--- config.mk ---
export PLATFORM = sky130hd
export DESIGN_NAME = tick_scheduler
export DESIGN_NICKNAME = d
export VERILOG_FILES = /design/src/rtl/tick_scheduler.sv
export SDC_FILE = /design/constraint.sdc
export NUM_CORES = 1
export LEC_CHECK = 0
export CORE_UTILIZATION = 50
export DETAILED_ROUTE_END_ITERATION = 8
export GPL_ROUTABILITY_DRIVEN = 0
export PLACE_DENSITY = 0.66
export SLEW_MARGIN = 5
export SYNTH_ARGS = -nofsm -noshare
export SYNTH_HDL_FRONTEND = slang
export SYNTH_SLANG_ARGS = --single-unit
--- constraint.sdc ---
create_clock -name clk -period 3.41 [get_ports clk]
set_clock_uncertainty 0.1 [all_clocks]
set_input_delay 0.5115 -clock clk [delete_from_list [all_inputs] [get_ports clk]]
set_output_delay 0.5115 -clock clk [all_outputs]
set_load 0.02 [all_outputs]
--- src/rtl/tick_scheduler.sv ---
// tick_scheduler: a bank of programmable divider channels. Each channel emits a tick strobe
// and a 50%-duty divided clock; reconfiguration is deferred to period boundaries.
module tick_scheduler #(
    parameter int CH      = 4,
    parameter int W       = 26,
    parameter int DEF_DIV = 24991
) (
    input  logic                                    clk,
    input  logic                                    rst,
    input  logic                                    cfg_valid,
    output logic                                    cfg_ready,
    input  logic [((CH > 1) ? $clog2(CH) : 1)-1:0]  cfg_ch,
    input  logic [W-1:0]                            cfg_div,
    input  logic                                    cfg_en,
    output logic [CH-1:0]                           tick_o,
    output logic [CH-1:0]                           clk_o,
    output logic                                    busy
);

    localparam int           CHW = (CH > 1) ? $clog2(CH) : 1;
    localparam logic [W-1:0] ONE = W'(1);
    localparam logic [W-1:0] DEF = W'(DEF_DIV);

    typedef struct packed {
        logic [W-1:0] cnt;
        logic [W-1:0] div;
        logic [W-1:0] pdiv;
        logic         en;
        logic         pen;
        logic         pend;
        logic         tick;
        logic         clko;
    } ch_state_t;

    localparam ch_state_t RESET_STATE = '{
        cnt:  '0,
        div:  DEF,
        pdiv: DEF,
        en:   1'b1,
        pen:  1'b1,
        pend: 1'b0,
        tick: 1'b0,
        clko: 1'b0
    };

    logic [CH-1:0] pend_vec;

    // Channel numbers beyond the bank are always ready; their writes are simply dropped.
    always_comb begin
        cfg_ready = 1'b1;
        for (int i = 0; i < CH; i++) begin
            if (cfg_ch == CHW'(i)) begin
                cfg_ready = ~pend_vec[i];
            end
        end
    end

    assign busy = |pend_vec;

    for (genvar g = 0; g < CH; g++) begin : g_ch
        ch_state_t cur;
        ch_state_t nxt;
        logic      accept;
        logic      boundary;

        assign accept   = cfg_valid & ~cur.pend & (cfg_ch == CHW'(g));
        assign boundary = cur.en & (cur.cnt == cur.div - ONE);

        always_comb begin
            // NOTE: every field starts from its held value so no branch can infer a latch.
            nxt = cur;
            if (cur.en) begin
                if (boundary) begin
                    nxt.cnt  = '0;
                    nxt.tick = 1'b1;
                    nxt.clko = ~cur.clko;
                    if (cur.pend) begin
                        nxt.div = cur.pdiv;
                        // A disable lands only on a falling edge, so the high phase is never cut.
                        if (cur.pen || cur.clko) begin
                            nxt.en   = cur.pen;
                            nxt.pend = 1'b0;
                        end
                    end
                end else begin
                    nxt.cnt  = cur.cnt + ONE;
                    nxt.tick = 1'b0;
                end
            end else begin
                nxt.cnt  = '0;
                nxt.tick = 1'b0;
                nxt.clko = 1'b0;
                if (cur.pend) begin
                    nxt.div  = cur.pdiv;
                    nxt.en   = cur.pen;
                    nxt.pend = 1'b0;
                end
            end

            // Acceptance needs pend clear, so it never collides with an apply above.
            if (accept) begin
                nxt.pdiv = (cfg_div == '0) ? ONE : cfg_div;
                nxt.pen  = cfg_en;
                nxt.pend = 1'b1;
            end
        end

        always_ff @(posedge clk or negedge rst) begin
            // NOTE: sequential state uses non-blocking assignment so all channels update together.
            if (!rst) begin
                cur <= RESET_STATE;
            end else begin
                cur <= nxt;
            end
        end

        assign tick_o[g]   = cur.tick;
        assign clk_o[g]    = cur.clko;
        assign pend_vec[g] = cur.pend;
    end

endmodule

==> metrics.md <==
| Metric | Value |
|---|---|
| Run status | `finished with violations` |
| Failing checks | `setup timing` |
| Count leader, synth | `dfrtp_1` |
| DRT Pass-1 Iters | `6` |
| Worst reg2reg path startpoint | `g_ch[0].cur[41]` |
| Max Root-Sink Buffers | `3` |
| Period minus WS final | `between 3000 and 4000 ps` |
| Synth top cells by count | `dfrtp_1, nand2_1, nor2_1, clkbuf_1, xnor2_1` |
| Seq/Total Area, Yosys | `0.410` |
| Starting density of the core | `0.511` |
| Final worst slack | `-31.3 ps` |
| Data required, critical path | `about 3700 ps` |
| Xor and xnor area share after synthesis | `0.0951` |
| Area of the core | `40100 um^2` |
| Simple-gate share of the synthesized area | `0.224` |
| First-pass GRT wire length | `90.2 mm` |
| Placed cell count | `2729` |
| Asr flop ratio synth | `1.00` |
| Min-Delay Path Class | `reg -> reg` |
| Max Cap Viol | `0` |
| Slew Limit Fails | `0` |
| Grt met3 use | `0.0418` |
| Placed cell areas | `between 20000 and 25000 um^2` |
| WL final | `57.9 mm` |
| Crit path max fanout | `26` |
| RSZ-0062 raised after global routing | `yes` |
| Number of synthesized flops with an enable pin | `0` |
| Switching share of power | `0.290` |
| Compound-gate portion of the synthesized area | `0.168` |
| HPWL after DPL | `between 30 and 40 mm` |
| Syn Nets | `2230` |
| Worst-Margin Slew | `958 ps` |
| CP startpoint kind | `flop` |
| Fin. Hold Viols | `0` |
| Final setup fails | `9` |
| Primary FF master, synth | `dfrtp_1` |
| Fmax | `approximately 0.29 GHz` |
| Die Y | `204 um` |
| Mapped Area | `~20000 um^2` |
| Tot GR Track Use | `0.268` |
| Nets | `2314` |
| P&R area growth vs syn | `19.2%` |
| Vias per cell | `6.26` |
| Kind of critical path | `reg -> reg` |
| Slew headroom | `0.359` |
| Mux contribution to synthesized area | `0.0479` |
| CTS Buf Count | `38` |
| Non-filler cells, final | `2828` |
| Post-synth top area cell | `dfrtp_1` |
| WL/cell | `20.5 um` |
| P_sw | `3.57 mW` |
| Post-synthesis adder-cell area fraction | `0.00488` |
| TritonCTS clock tree | `yes` |
| Vias in the first global route | `17300` |
| DR vias | `~18000` |
| Setup crit start | `g_ch[0].cur[41]` |
| Gate Count Post-Synth | `2190` |
| Clock Power Share | `0.372` |
| Rows | `73` |
| Most used routing layer | `met2` |
| Full die area | `41800 um^2` |
| Combinational Power Share | `0.179` |
| Hold_sp | `g_ch[3].cur[5]` |
| Crit end category | `flop` |
| Critical path data arrival time | `3770 ps` |
| Clk root buf | `clkbuf_16` |
| Initial antenna violation count | `0` |
| I/O Buffers | `41` |
| Met2 usage | `0.425` |
| Largest net degree at the start of global routing | `100` |
| # IOs | `42` |
| Cell variety after synth | `91` |
| Syn. warnings | `0` |
| Leakage power | `9.73 nW` |
| Register clock-pin slew on the reported worst setup and hold paths | `60 ps` |
| Tcrit/Tclk final | `1.01` |
| Die Width | `just over 200 um` |
| Post-synthesis area per instance | `9.36 um^2` |
| Post-synthesis register bit count | `between 300 and 400` |
| Sequential share of power | `0.449` |
| Met1 usage | `0.369` |
| Diode count | `0` |
| Share of cells above drive strength 1 | `0.240` |
| DR iter-0 viols | `about 1300` |
| DR DRC count | `0` |
| GR Overflow Total | `0` |
| Design Area, Final | `around 24000 um^2` |
| Post-Place Worst Slack | `-106 ps` |
| Pint | `8.73 mW` |
| Detail Route Antenna Nets | `0` |
| Top-area cell type share of the netlist area | `0.308` |
| Top post-synthesis cells by area | `dfrtp_1, dfstp_2, xnor2_1` |
| CTS Sinks | `332` |
| Pwr/cell area | `503 nW/um^2` |
| Max VDD drop | `0.000380 V` |
| H-tree depth | `2` |
| Combinational family with the most area after synthesis | `simple AND/OR/NAND/NOR gates` |
| Clk_lat worst skew | `560 ps` |
## worst paths after layout
check	slack (ps)	endpoint	cells past startpoint
max	-30	g_ch[0].cur[42]	9
min	390	g_ch[3].cur[5]	2
max reg2reg	-30	g_ch[0].cur[42]	9
min reg2reg	390	g_ch[3].cur[5]	2
max in group asynchronous	1830	g_ch[2].cur[2]	3
min in group asynchronous	410	g_ch[3].cur[60]	2
## metal layers
metal	vias up	share of wire
met5	-	0
met4	0	0.026
met3	115	0.067
met2	593	0.47
met1	8785	0.44
li1	8209	-
## critical path, stage by stage, from the launching register on
cell and delay, ps:
dfrtp_1 390, or4_4 550, or4_4 550, or3_4 360, a211oi_4 310, nand4_4 250
buf_4 220, clkbuf_16 190, o21ai_0 280, nand3_2 100
## registers in the layout, summed over array words and instances, names as in the netlist
name and cells:
clk_o 4, tick_o 4, g_ch.cur 324
## cells by family (layout without fill, tap and decap cells)
| logic type | Yosys count | count (layout) |
|---|---|---|
| mux | 87 | 87 |
| buf+inv | 237 | 349 |
| fa+ha+maj | 8 | 8 |
| compound gates | 443 | 443 |
| simple gates | 862 | 863 |
| xor+xnor | 221 | 221 |
| flops | 332 | 332 |
## final cells by class
class / instances / area [um^2]
Fill cell: 3326 / 15700
Multi-Input combinational cell: 1622 / 11700
Sequential cell: 332 / 8410
Timing Repair Buffer: 223 / 2110
Clock buffer: 52 / 1120
Tap cell: 525 / 657
Clock inverter: 17 / 268
Inverter: 57 / 214
## timing repair
| action | in CTS | in global routing |
|---|---|---|
| endpoints found under the setup margin | 58 | 193 |
| endpoints found under the hold margin | 54 | 0 |
| pin swaps | 0 | 44 |
| resized for setup | 10 | 115 |
| hold buffers | 1 | 0 |
| setup buffers | 0 | 14 |
| gates cloned | 0 | 15 |
## power by group through the flow
stage	Combinational, mW	Clock (mW)	Sequential, mW
floorplan	1.64	0	5.29
detailed placement	2.13	0	5.57
global placement	2.05	0	5.53
finish	2.21	4.57	5.52
CTS	2.15	4.66	5.51
global route	2.46	4.81	5.62
## cell usage in the layout (no fill, tap or decap), types with 67 or more instances in the layout
| cell type | n |
|---|---|
| buf_4 | 148 |
| dfrtp_1 | 251 |
| dfstp_2 | 80 |
| mux2_2 | 79 |
| nand2_1 | 207 |
| nor2_1 | 146 |
| nor3_1 | 67 |
| o211ai_1 | 109 |
| o21ai_0 | 84 |
| xnor2_1 | 118 |
| xor2_1 | 101 |
## metrics by stage
stage / hold WS [ps] / setup TNS (ps) / utilization / total power [mW]
5_1_grt: 425 / -2640 / 0.610 / 12.9
4_1_cts: 389 / -1.80 / 0.587 / 12.3
3_3_place_gp: 377 / -1980 / 0.551 / 7.58
6_report: 389 / -102 / 0.610 / 12.3
2_1_floorplan: 116 / -2080 / - / 6.93
3_5_place_dp: 380 / -2350 / 0.551 / 7.70
(Power assumes the default switching activity.)
